[config.mk]
export PLATFORM = sky130hd
export DESIGN_NAME = nn_param_loader_flat
export DESIGN_NICKNAME = d
export VERILOG_FILES = /design/src/rtl/nn_param_loader_pkg.sv /design/src/rtl/nn_param_loader_if.sv /design/src/rtl/nn_param_loader.sv /design/src/flat_wrapper.sv
export SDC_FILE = /design/constraint.sdc
export NUM_CORES = 1
export LEC_CHECK = 0
export BUFFER_PORTS_ARGS = -buffer_cell sky130_fd_sc_hd__buf_4
export CORE_MARGIN = 2
export CORE_UTILIZATION = 39
export DETAILED_ROUTE_END_ITERATION = 8
export GPL_ROUTABILITY_DRIVEN = 0
export HOLD_SLACK_MARGIN = 0.08
export PLACE_DENSITY = 0.69
export SYNTH_ARGS = -nofsm -noshare
export SYNTH_HDL_FRONTEND = slang
export SYNTH_SLANG_ARGS = --single-unit
[constraint.sdc]
create_clock -name clk -period 5.54 [get_ports clk]
set_input_delay 1.662 -clock clk [delete_from_list [all_inputs] [get_ports clk]]
set_output_delay 1.662 -clock clk [all_outputs]
set_load 0.02 [all_outputs]
[src/rtl/nn_param_loader_pkg.sv]
// Shared sizes, state encoding and limit record for the NN parameter loader.
package nn_param_loader_pkg;

    localparam int unsigned DATA_W     = 32;
    localparam int unsigned CFG_W      = 32;
    localparam int unsigned LAYER_W    = 2;
    localparam int unsigned CNT_W      = 16;
    localparam int unsigned NUM_LAYERS = 3;

    localparam int unsigned DEF_L1_NEURONS = 30;
    localparam int unsigned DEF_L1_WEIGHTS = 784;
    localparam int unsigned DEF_L2_NEURONS = 30;
    localparam int unsigned DEF_L2_WEIGHTS = 30;
    localparam int unsigned DEF_L3_NEURONS = 10;
    localparam int unsigned DEF_L3_WEIGHTS = 30;

    typedef enum logic [1:0] {
        ST_IDLE   = 2'd0,
        ST_BIAS   = 2'd1,
        ST_WEIGHT = 2'd2,
        ST_DONE   = 2'd3
    } state_t;

    typedef struct packed {
        logic [CNT_W-1:0] neurons;
        logic [CNT_W-1:0] weights;
    } limits_t;

endpackage

[src/rtl/nn_param_loader_if.sv]
// Parameter word stream (valid/ready) from the DMA into the loader.
interface nn_param_loader_if;
    import nn_param_loader_pkg::*;

    logic [DATA_W-1:0] s_data;
    logic              s_valid;
    logic              s_ready;

    modport master (output s_data, output s_valid, input s_ready);
    modport slave  (input s_data, input s_valid, output s_ready);

endinterface

[src/rtl/nn_param_loader.sv]
// Walks layers 1..3 / neurons / weights and turns the parameter stream into
// per-word bias and weight config strobes for the Layer instances.
module nn_param_loader
    import nn_param_loader_pkg::*;
#(
    parameter int unsigned L1_NEURONS = DEF_L1_NEURONS,
    parameter int unsigned L1_WEIGHTS = DEF_L1_WEIGHTS,
    parameter int unsigned L2_NEURONS = DEF_L2_NEURONS,
    parameter int unsigned L2_WEIGHTS = DEF_L2_WEIGHTS,
    parameter int unsigned L3_NEURONS = DEF_L3_NEURONS,
    parameter int unsigned L3_WEIGHTS = DEF_L3_WEIGHTS
) (
    input  logic              clk,
    input  logic              rst,
    input  logic              start,
    input  logic              abort,
    nn_param_loader_if.slave  s,
    output logic [CFG_W-1:0]  layer_num,
    output logic [CFG_W-1:0]  neuron_num,
    output logic [DATA_W-1:0] weight_value,
    output logic              weight_valid,
    output logic [DATA_W-1:0] bias_value,
    output logic              bias_valid,
    output logic              busy,
    output logic              done
);

    // Neuron and weight counts for the layer being loaded.
    function automatic limits_t layer_limits(input logic [LAYER_W-1:0] layer);
        limits_t lim;
        case (layer)
            LAYER_W'(2): lim = '{neurons: CNT_W'(L2_NEURONS), weights: CNT_W'(L2_WEIGHTS)};
            LAYER_W'(3): lim = '{neurons: CNT_W'(L3_NEURONS), weights: CNT_W'(L3_WEIGHTS)};
            default:     lim = '{neurons: CNT_W'(L1_NEURONS), weights: CNT_W'(L1_WEIGHTS)};
        endcase
        return lim;
    endfunction

    state_t             state, state_n;
    logic [LAYER_W-1:0] layer_cnt, layer_n;
    logic [CNT_W-1:0]   neuron_cnt, neuron_n;
    logic [CNT_W-1:0]   weight_cnt, weight_n;
    limits_t            lim_c;
    logic               ready_c;
    logic               hs_c;

    // Abort and reset gate ready combinationally so no word is taken in that cycle.
    assign ready_c   = ((state == ST_BIAS) || (state == ST_WEIGHT)) && !abort && !rst;
    assign hs_c      = ready_c && s.s_valid;
    assign s.s_ready = ready_c;
    assign lim_c     = layer_limits(layer_cnt);

    always_ff @(posedge clk) begin
        if (rst) begin
            state      <= ST_IDLE;
            layer_cnt  <= '0;
            neuron_cnt <= '0;
            weight_cnt <= '0;
        end else begin
            state      <= state_n;
            layer_cnt  <= layer_n;
            neuron_cnt <= neuron_n;
            weight_cnt <= weight_n;
        end
    end

    always_comb begin
        state_n  = state;
        layer_n  = layer_cnt;
        neuron_n = neuron_cnt;
        weight_n = weight_cnt;
        case (state)
            ST_IDLE: begin
                if (start && !abort) begin
                    state_n  = ST_BIAS;
                    layer_n  = LAYER_W'(1);
                    neuron_n = '0;
                    weight_n = '0;
                end
            end
            ST_BIAS: begin
                if (hs_c) begin
                    state_n = ST_WEIGHT;
                end
            end
            ST_WEIGHT: begin
                if (hs_c) begin
                    if (weight_cnt == lim_c.weights - CNT_W'(1)) begin
                        weight_n = '0;
                        state_n  = ST_BIAS;
                        if (neuron_cnt == lim_c.neurons - CNT_W'(1)) begin
                            neuron_n = '0;
                            if (layer_cnt == LAYER_W'(NUM_LAYERS)) begin
                                state_n = ST_DONE;
                            end else begin
                                layer_n = layer_cnt + LAYER_W'(1);
                            end
                        end else begin
                            neuron_n = neuron_cnt + CNT_W'(1);
                        end
                    end else begin
                        weight_n = weight_cnt + CNT_W'(1);
                    end
                end
            end
            ST_DONE: begin
                state_n  = ST_IDLE;
                layer_n  = '0;
                neuron_n = '0;
                weight_n = '0;
            end
            default: state_n = ST_IDLE;
        endcase
        if (abort && (state != ST_IDLE)) begin
            state_n  = ST_IDLE;
            layer_n  = '0;
            neuron_n = '0;
            weight_n = '0;
        end
    end

    // Config bus: strobe one cycle after the handshake, address/data held until the next one.
    always_ff @(posedge clk) begin
        if (rst) begin
            layer_num    <= '0;
            neuron_num   <= '0;
            weight_value <= '0;
            weight_valid <= 1'b0;
            bias_value   <= '0;
            bias_valid   <= 1'b0;
            busy         <= 1'b0;
            done         <= 1'b0;
        end else begin
            bias_valid   <= hs_c && (state == ST_BIAS);
            weight_valid <= hs_c && (state == ST_WEIGHT);
            done         <= (state == ST_DONE) && !abort;
            // busy spans the done pulse and drops the cycle after it
            busy         <= (state_n != ST_IDLE) || ((state == ST_DONE) && !abort);
            if (hs_c) begin
                layer_num  <= CFG_W'(layer_cnt);
                neuron_num <= CFG_W'(neuron_cnt);
                if (state == ST_BIAS) begin
                    bias_value <= s.s_data;
                end else begin
                    weight_value <= s.s_data;
                end
            end
        end
    end

endmodule
[src/flat_wrapper.sv]
// flat-port wrapper written by rule: the top's interface ports become plain ports
module nn_param_loader_flat import nn_param_loader_pkg::*;
#(
    parameter int unsigned L1_NEURONS = DEF_L1_NEURONS,
    parameter int unsigned L1_WEIGHTS = DEF_L1_WEIGHTS,
    parameter int unsigned L2_NEURONS = DEF_L2_NEURONS,
    parameter int unsigned L2_WEIGHTS = DEF_L2_WEIGHTS,
    parameter int unsigned L3_NEURONS = DEF_L3_NEURONS,
    parameter int unsigned L3_WEIGHTS = DEF_L3_WEIGHTS
)
  (clk, rst, start, abort, layer_num, neuron_num, weight_value, weight_valid, bias_value, bias_valid, busy, done, s_s_data, s_s_valid, s_s_ready);
  nn_param_loader_if s_i ();
  input  logic clk;
  input  logic rst;
  input  logic start;
  input  logic abort;
  output logic [CFG_W-1:0] layer_num;
  output logic [CFG_W-1:0] neuron_num;
  output logic [DATA_W-1:0] weight_value;
  output logic weight_valid;
  output logic [DATA_W-1:0] bias_value;
  output logic bias_valid;
  output logic busy;
  output logic done;
  input wire logic [$bits(s_i.s_data)-1:0] s_s_data;
  input wire logic [$bits(s_i.s_valid)-1:0] s_s_valid;
  output wire logic [$bits(s_i.s_ready)-1:0] s_s_ready;
  assign s_i.s_data = s_s_data;
  assign s_i.s_valid = s_s_valid;
  assign s_s_ready = s_i.s_ready;
  nn_param_loader #(.L1_NEURONS(L1_NEURONS), .L1_WEIGHTS(L1_WEIGHTS), .L2_NEURONS(L2_NEURONS), .L2_WEIGHTS(L2_WEIGHTS), .L3_NEURONS(L3_NEURONS), .L3_WEIGHTS(L3_WEIGHTS)) u_core (.clk(clk), .rst(rst), .start(start), .abort(abort), .s(s_i), .layer_num(layer_num), .neuron_num(neuron_num), .weight_value(weight_value), .weight_valid(weight_valid), .bias_value(bias_value), .bias_valid(bias_valid), .busy(busy), .done(done));
endmodule
==> results of run 1 <==
-- metrics by stage --
| step | util | std cells | setup WS (ns) |
|---|---|---|---|
| 6_report | 0.5153 | 956 | 1.037 |
| 5_1_grt | 0.5153 | 956 | 0.9476 |
| 4_1_cts | 0.5153 | 956 | 1.019 |
| 3_5_place_dp | 0.4645 | 925 | 1.018 |
| 3_3_place_gp | 0.4645 | 925 | 1.039 |
| 2_1_floorplan | - | 701 | 1.838 |
-- power by group --
group	total, W	internal (W)	leakage [nW]	switching, W
logic	0.000125	0.0000387	1.46	0.0000863
registers	0.000893	0.000885	0.983	0.00000826
clock network	0.00125	0.000863	0.329	0.000385
total	0.00227	0.00179	2.77	0.000479
-- per-layer routing --
metal,global-route usage,wire length [um],part of all wire
met1,0.2330,5949,0.46
met2,0.2691,6015,0.46
met3,0.05000,771,0.060
met4,0.06977,208,0.016
met5,0,0,0
-- registers in the layout, summed over array words and instances, names as in the netlist, 2 cells and up --
signal / count
u_core.bias_value: 32
u_core.weight_value: 32
u_core.neuron_cnt: 16
u_core.neuron_num: 16
u_core.weight_cnt: 16
u_core.layer_cnt: 2
u_core.layer_num: 2
u_core.state: 2
-- kinds of logic after synthesis --
logic type               synth area share
AO/OA/AOI/OAI                      0.1249
XOR/XNOR                          0.03975
adder cells (fa/ha/maj)           0.02366
buffers and inverters             0.09678
flip-flops                         0.4619
multiplexers                     0.003786
other                           0.0007092
AND/OR/NAND/NOR                    0.2485
-- synth_stat cells (3+ instances only) --
cell type / n / area, um^2
a21o_1: 3 / 22.52
a21oi_1: 90 / 450.4
and3_1: 8 / 50.05
buf_1: 4 / 15.01
buf_2: 4 / 20.02
buf_4: 47 / 352.8
clkbuf_1: 23 / 86.33
dfxtp_1: 122 / 2442
ha_1: 10 / 125.1
inv_1: 10 / 37.54
nand2_1: 188 / 705.7
nand3_1: 9 / 45.04
nand4_1: 9 / 56.30
nor2_1: 35 / 131.4
nor3_1: 9 / 45.04
nor4_1: 9 / 56.30
o211ai_1: 3 / 22.52
o21ai_0: 6 / 30.03
or2_2: 3 / 18.77
or3_1: 5 / 31.28
xnor2_1: 14 / 122.6
xor2_1: 10 / 87.58
-- final cells by class --
cell class,count,area (um^2),share of cell area
inverters,10,37.54,0.005501
flip-flops and latches,122,2442,0.3579
repair buffers,126,945.9,0.1386
well taps,176,220.2,0.03227
clock inverters,12,220.2,0.03227
multi-input cells,491,2505,0.3671
clock buffers,19,452.9,0.06637
-- worst max path at each step --
| stage | from | endpoint | slack (ns) | cells after the start |
|---|---|---|---|---|
| 3_5_place_dp | rst | s_s_ready | 1.02 | 4 |
| 6_report | rst | s_s_ready | 1.04 | 4 |
| 5_1_grt | rst | s_s_ready | 0.95 | 4 |
| 2_1_floorplan | abort | s_s_ready | 1.84 | 2 |
| 3_3_place_gp | rst | s_s_ready | 1.04 | 4 |
| 4_1_cts | rst | s_s_ready | 1.02 | 4 |
-- critical path: stages --
cell and delay [ns]:
buf_4 0.65, nor2_1 0.14, and2_1 0.22, buf_4 0.16
==> impl_metrics.csv, run 1 <==
group,metric,value,unit
layout,final_area,0.006824,mm^2
clocking,post_cts_resized,0,
hold_path,hold_depth,2,
layout,antenna_cells,0,
floorplan,ios,170,
sta,fmaxAchievable,222.1,MHz
synthesis,synthFlopType,"dfxtp_1",
layout,fillers,1295,
grt,grt_pass1_wl,20360,um
worst_setup_path,crit-reg2reg-launch,"u_core.state[1]$_SDFF_PP0_",
floorplan,dieArea,0.01451,mm^2
worst_setup_path,required,3.88,ns
power,finalPower,0.002267,W
job,maxCapViolations,0,
synthesis,synth_edf_count,0,
synthesis,syn_area_per_cell,8.060,um^2
hold_path,hold_path_class,"flop to flop",
sta,hold-worst-slack,0.4528,ns
drt,dr_total_vias,4629,
sta,fin_crit_sh,0.8128,
synthesis,netlist_area,0.005288,mm^2
hold_path,hp-start,"u_core.bias_value[19]$_SDFFE_PP0P_",
clocking,cts-root-buf,"clkbuf_16",
sta,worst_pin_slew,1.078,ns
worst_setup_path,cp_data_arrival_time,2.84,ns
worst_setup_path,r2r_slack,2.52,ns
floorplan,dieWidth,120.4,um
layout,areaGrowthSynthToFinish,29.06,%
floorplan,start_util,0.3993,
clocking,cts_made_buffers,17,
sta,hold_viol_final,0,
grt,antenna_found_initial,0,
synthesis,seq_area_frac_synth,0.4619,
clocking,clk_latency,0.40,ns
synthesis,yosys.cell_types.count,48,
clocking,clockBufferDepth,2,
floorplan,core_area,0.01324,mm^2
layout,fin_nets,815,
drt,drtAntennaViolNets,0,
clocking,cts.sinks,122,
sta,clock_skew,0.006497,ns
power,leakage,2.773,nW
hold_path,min_to,"u_core.bias_value[19]$_SDFFE_PP0P_",
synthesis,synth_cells,656,
status,status,"finished, final reports clean",
clocking,post_cts_buffers,0,
sta,slew_viol_final,0,
drt,routed_wirelength,12940,um
grt,grt_pass1_vias,4170,
grt,track_usage,0.1755,
clocking,clk_pin_slew_worst_paths,0.05,ns
sta,min_period,4.503,ns
layout,final_common_cell,"nand2_1",
power,power_density,332.2,mW/mm^2
sta,finalSetupViolCount,0,
drt,wl_per_cell,13.54,um
sta,fin_tns_setup,0,ns
layout,most-common-layout-cells,"188 x nand2_1, 126 x buf_4, 122 x dfxtp_1",
drt,dr.pass1.iters,4,
floorplan,rows,42,
synthesis,yosysWarnings,0,
worst_setup_path,crit_fanout,87,
clocking,cts_tree,"built",
power,peakVddDrop,0.1995,mV
drt,drtIter0Drc,264,
placement,dp_hpwl,8746,um
worst_setup_path,reg2reg_depth,9,
worst_setup_path,critPathCaptureType,"primary output",
worst_setup_path,startpoint_type,"input port",
worst_setup_path,worstSetupPathType,"input port to primary output",
placement,placed_area,0.006151,mm^2
sta,rsz0062_at_grt,"no",
drt,drcViolationCount,0,
sta,relSlewSlack,0.2805,
grt,grt_max_degree,88,
grt,grt_overflow,0,
floorplan,die_h,120.4,um
drt,avgViaCountPerCell,4.842,
clocking,postCtsHoldBufs,0,
placement,portBuffers,123,
worst_setup_path,r2r_end,"u_core.weight_cnt[15]$_SDFFE_PP0P_",
layout,drive_gt1_frac,0.2141,
synthesis,synth-async-reset-ratio,0,
synthesis,ys_ff_latch,122,
clocking,ctsHtreeMaxLevel,4,
(Power assumes the default switching activity.)
==> run 2, diff against run 1 <==
==> constraint.sdc (replaced) <==
create_clock -name clk -period 4.6 [get_ports clk]
set_input_delay 1.38 -clock clk [delete_from_list [all_inputs] [get_ports clk]]
set_output_delay 1.38 -clock clk [all_outputs]
set_load 0.02 [all_outputs]
==> run 2 against run 1 <==
  * Cell count rose by 0.42%
  * Clock power grew 9%
  * Via count rose by 1.6%
  * Total power up 14%
  * Global-route usage rose by 0.40 points
  * Critical endpoint unchanged
==> impl_metrics.csv, run 2 (synthesis results as in run 1) <==
group,metric,value,unit
status,status,"finished, final reports clean",
worst_setup_path,worst-path-buf-inv,2,
drt,dr.pass1.iters,4,
clocking,cts_tree,"built",
hold_path,hp-start,"u_core.weight_value[18]$_SDFFE_PP0P_",
sta,slew_viol_final,0,
layout,fillers,1267,
hold_path,hold_path_class,"flop to flop",
sta,worst_pin_slew,0.8493,ns
power,p_sw_frac,0.2258,
clocking,ctsHtreeMaxLevel,4,
layout,drive_gt1_frac,0.2181,
grt,grt_max_degree,82,
power,power_frac_comb,0.059,
power,leakage,2.756,nW
layout,areaGrowthSynthToFinish,28.35,%
drt,drcViolationCount,0,
sta,finalSetupViolCount,0,
clocking,cts_made_buffers,17,
worst_setup_path,cp_data_arrival_time,1.97,ns
power,p_int,0.002003,W
drt,drtIter0Drc,379,
worst_setup_path,cpLargestDelayFamily,"simple AND/OR/NAND/NOR gates",
sta,min_period,3.351,ns
layout,fin_nets,818,
sta,fin_tns_setup,0,ns
clocking,clockBufferDepth,2,
sta,rsz0062_at_grt,"no",
worst_setup_path,reg2reg_depth,8,
worst_setup_path,r2r_slack,2.04,ns
floorplan,dieArea,0.01451,mm^2
layout,top_regs,"u_core.bias_value x32, u_core.weight_value x32",
grt,grt_pass1_vias,4159,
drt,drtAntennaViolNets,0,
power,p_sw,0.0005840,W
sta,fin_crit_sh,0.7284,
clocking,post_cts_buffers,0,
placement,dp_hpwl,8916,um
sta,hold_viol_final,0,
sta,relSlewSlack,0.4338,
worst_setup_path,startpoint_type,"input port",
layout,final_common_cell,"nand2_1",
clocking,post_cts_resized,0,
worst_setup_path,required,3.22,ns
worst_setup_path,worstSetupPathType,"input port to primary output",
grt,antenna_found_initial,0,
clocking,postCtsHoldBufs,0,
floorplan,start_util,0.3993,
grt,grt_pass1_wl,20780,um
sta,fmaxAchievable,298.4,MHz
worst_setup_path,path_common_cell,"buf_4",
floorplan,rows,42,
worst_setup_path,crit_fanout,6,
worst_setup_path,crit_path_top_delay_cell,"nor2_1",
drt,dr_total_vias,4703,
power,peakVddDrop,0.2322,mV
grt,track_usage,0.1795,
job,maxCapViolations,0,
layout,antenna_cells,0,
layout,most-common-layout-cells,"188 x nand2_1, 129 x buf_4, 122 x dfxtp_1",
clocking,cts-root-buf,"clkbuf_16",
sta,clock_skew,0.006665,ns
grt,grt_overflow,0,
clocking,cts.sinks,122,
worst_setup_path,r2r_end,"u_core.weight_cnt[15]$_SDFFE_PP0P_",
power,clockPowerShare,0.525,
hold_path,min_to,"u_core.weight_value[18]$_SDFFE_PP0P_",
worst_setup_path,slowest_delay,0.16,ns
clocking,clk_pin_slew_worst_paths,0.05,ns
worst_setup_path,cp-startpoint,"abort",
worst_setup_path,critPathCaptureType,"primary output",
power,seqPwrFrac,0.416,
drt,avgViaCountPerCell,4.899,
worst_setup_path,crit-reg2reg-launch,"u_core.state[0]$_SDFF_PP0_",
hold_path,hold_depth,2,
drt,wl_per_cell,13.67,um
floorplan,die_h,120.4,um
power,power_density,381.2,mW/mm^2
clocking,clk_latency,0.41,ns
layout,post-route-util,0.5125,
worst_setup_path,cp_cell_sequence,"buf_4 > nor2_1 > and2_1 > buf_4",
floorplan,dieWidth,120.4,um
floorplan,core_area,0.01324,mm^2
floorplan,ios,170,
drt,routed_wirelength,13120,um
placement,portBuffers,123,
[run 2: cell count changes in the layout (fill, tap and decap cells not counted), sizes merged]
cell      before  now
clkbuf        19   20
clkinv         5    6
clkinvlp       1    3
buf          126  129
bufinv         6    3
[run 2: how the worst max path moves through the flow]
stage	end	slack, ns	cells after the start
finish	s_s_ready	1.25	4
global route	s_s_ready	1.21	4
CTS	s_s_ready	1.24	4
detailed placement	s_s_ready	1.25	4
global placement	s_s_ready	1.27	4
floorplan	s_s_ready	1.46	2
[run 2: metal layers]
layer,wire length [um],global-route usage,vias to the layer above
li1,-,-,2332
met2,5938,0.2772,157
met5,0,0,-
met1,6112,0.2424,2196
met3,821,0.04387,18
met4,247,0.06831,0
[run 2: final cells by class]
class / instances / area [um^2] / area share
Clock inverter: 12 / 146.4 / 0.02157
Clock buffer: 20 / 466.7 / 0.06877
Timing Repair Buffer: 129 / 968.4 / 0.1427
Sequential cell: 122 / 2442 / 0.3599
Tap cell: 176 / 220.2 / 0.03245
Multi-Input combinational cell: 491 / 2505 / 0.3691
Inverter: 10 / 37.54 / 0.005531
[run 2: per-stage QoR]
| step | setup slack, ns | hold slack (ns) | area, um^2 | instances | power, W |
|---|---|---|---|---|---|
| final | 1.249 | 0.4511 | 6787 | 960 | 0.002587 |
| after global routing | 1.210 | 0.4707 | 6787 | 960 | 0.002677 |
| after CTS | 1.241 | 0.4543 | 6787 | 960 | 0.002608 |
| after detailed placement | 1.250 | 0.4466 | 6173 | 928 | 0.001249 |
| after global placement | 1.271 | 0.4430 | 6173 | 928 | 0.001249 |
| after floorplan | 1.462 | 0.4568 | 5456 | 701 | 0.001223 |
[run 2: worst min-delay path, cell delays in order (launching register included)]
cell and delay, ns:
dfxtp_1 0.30, nand2_1 0.05, a21oi_1 0.05
[run 2: power by group through the flow]
stage                     clock, W  combinational (W)  sequential, W
after global routing       0.00144           0.000166        0.00108
after global placement           0           0.000150        0.00110
final                      0.00136           0.000152        0.00108
after detailed placement         0           0.000151        0.00110
after CTS                  0.00138           0.000152        0.00108
after floorplan                  0           0.000122        0.00110
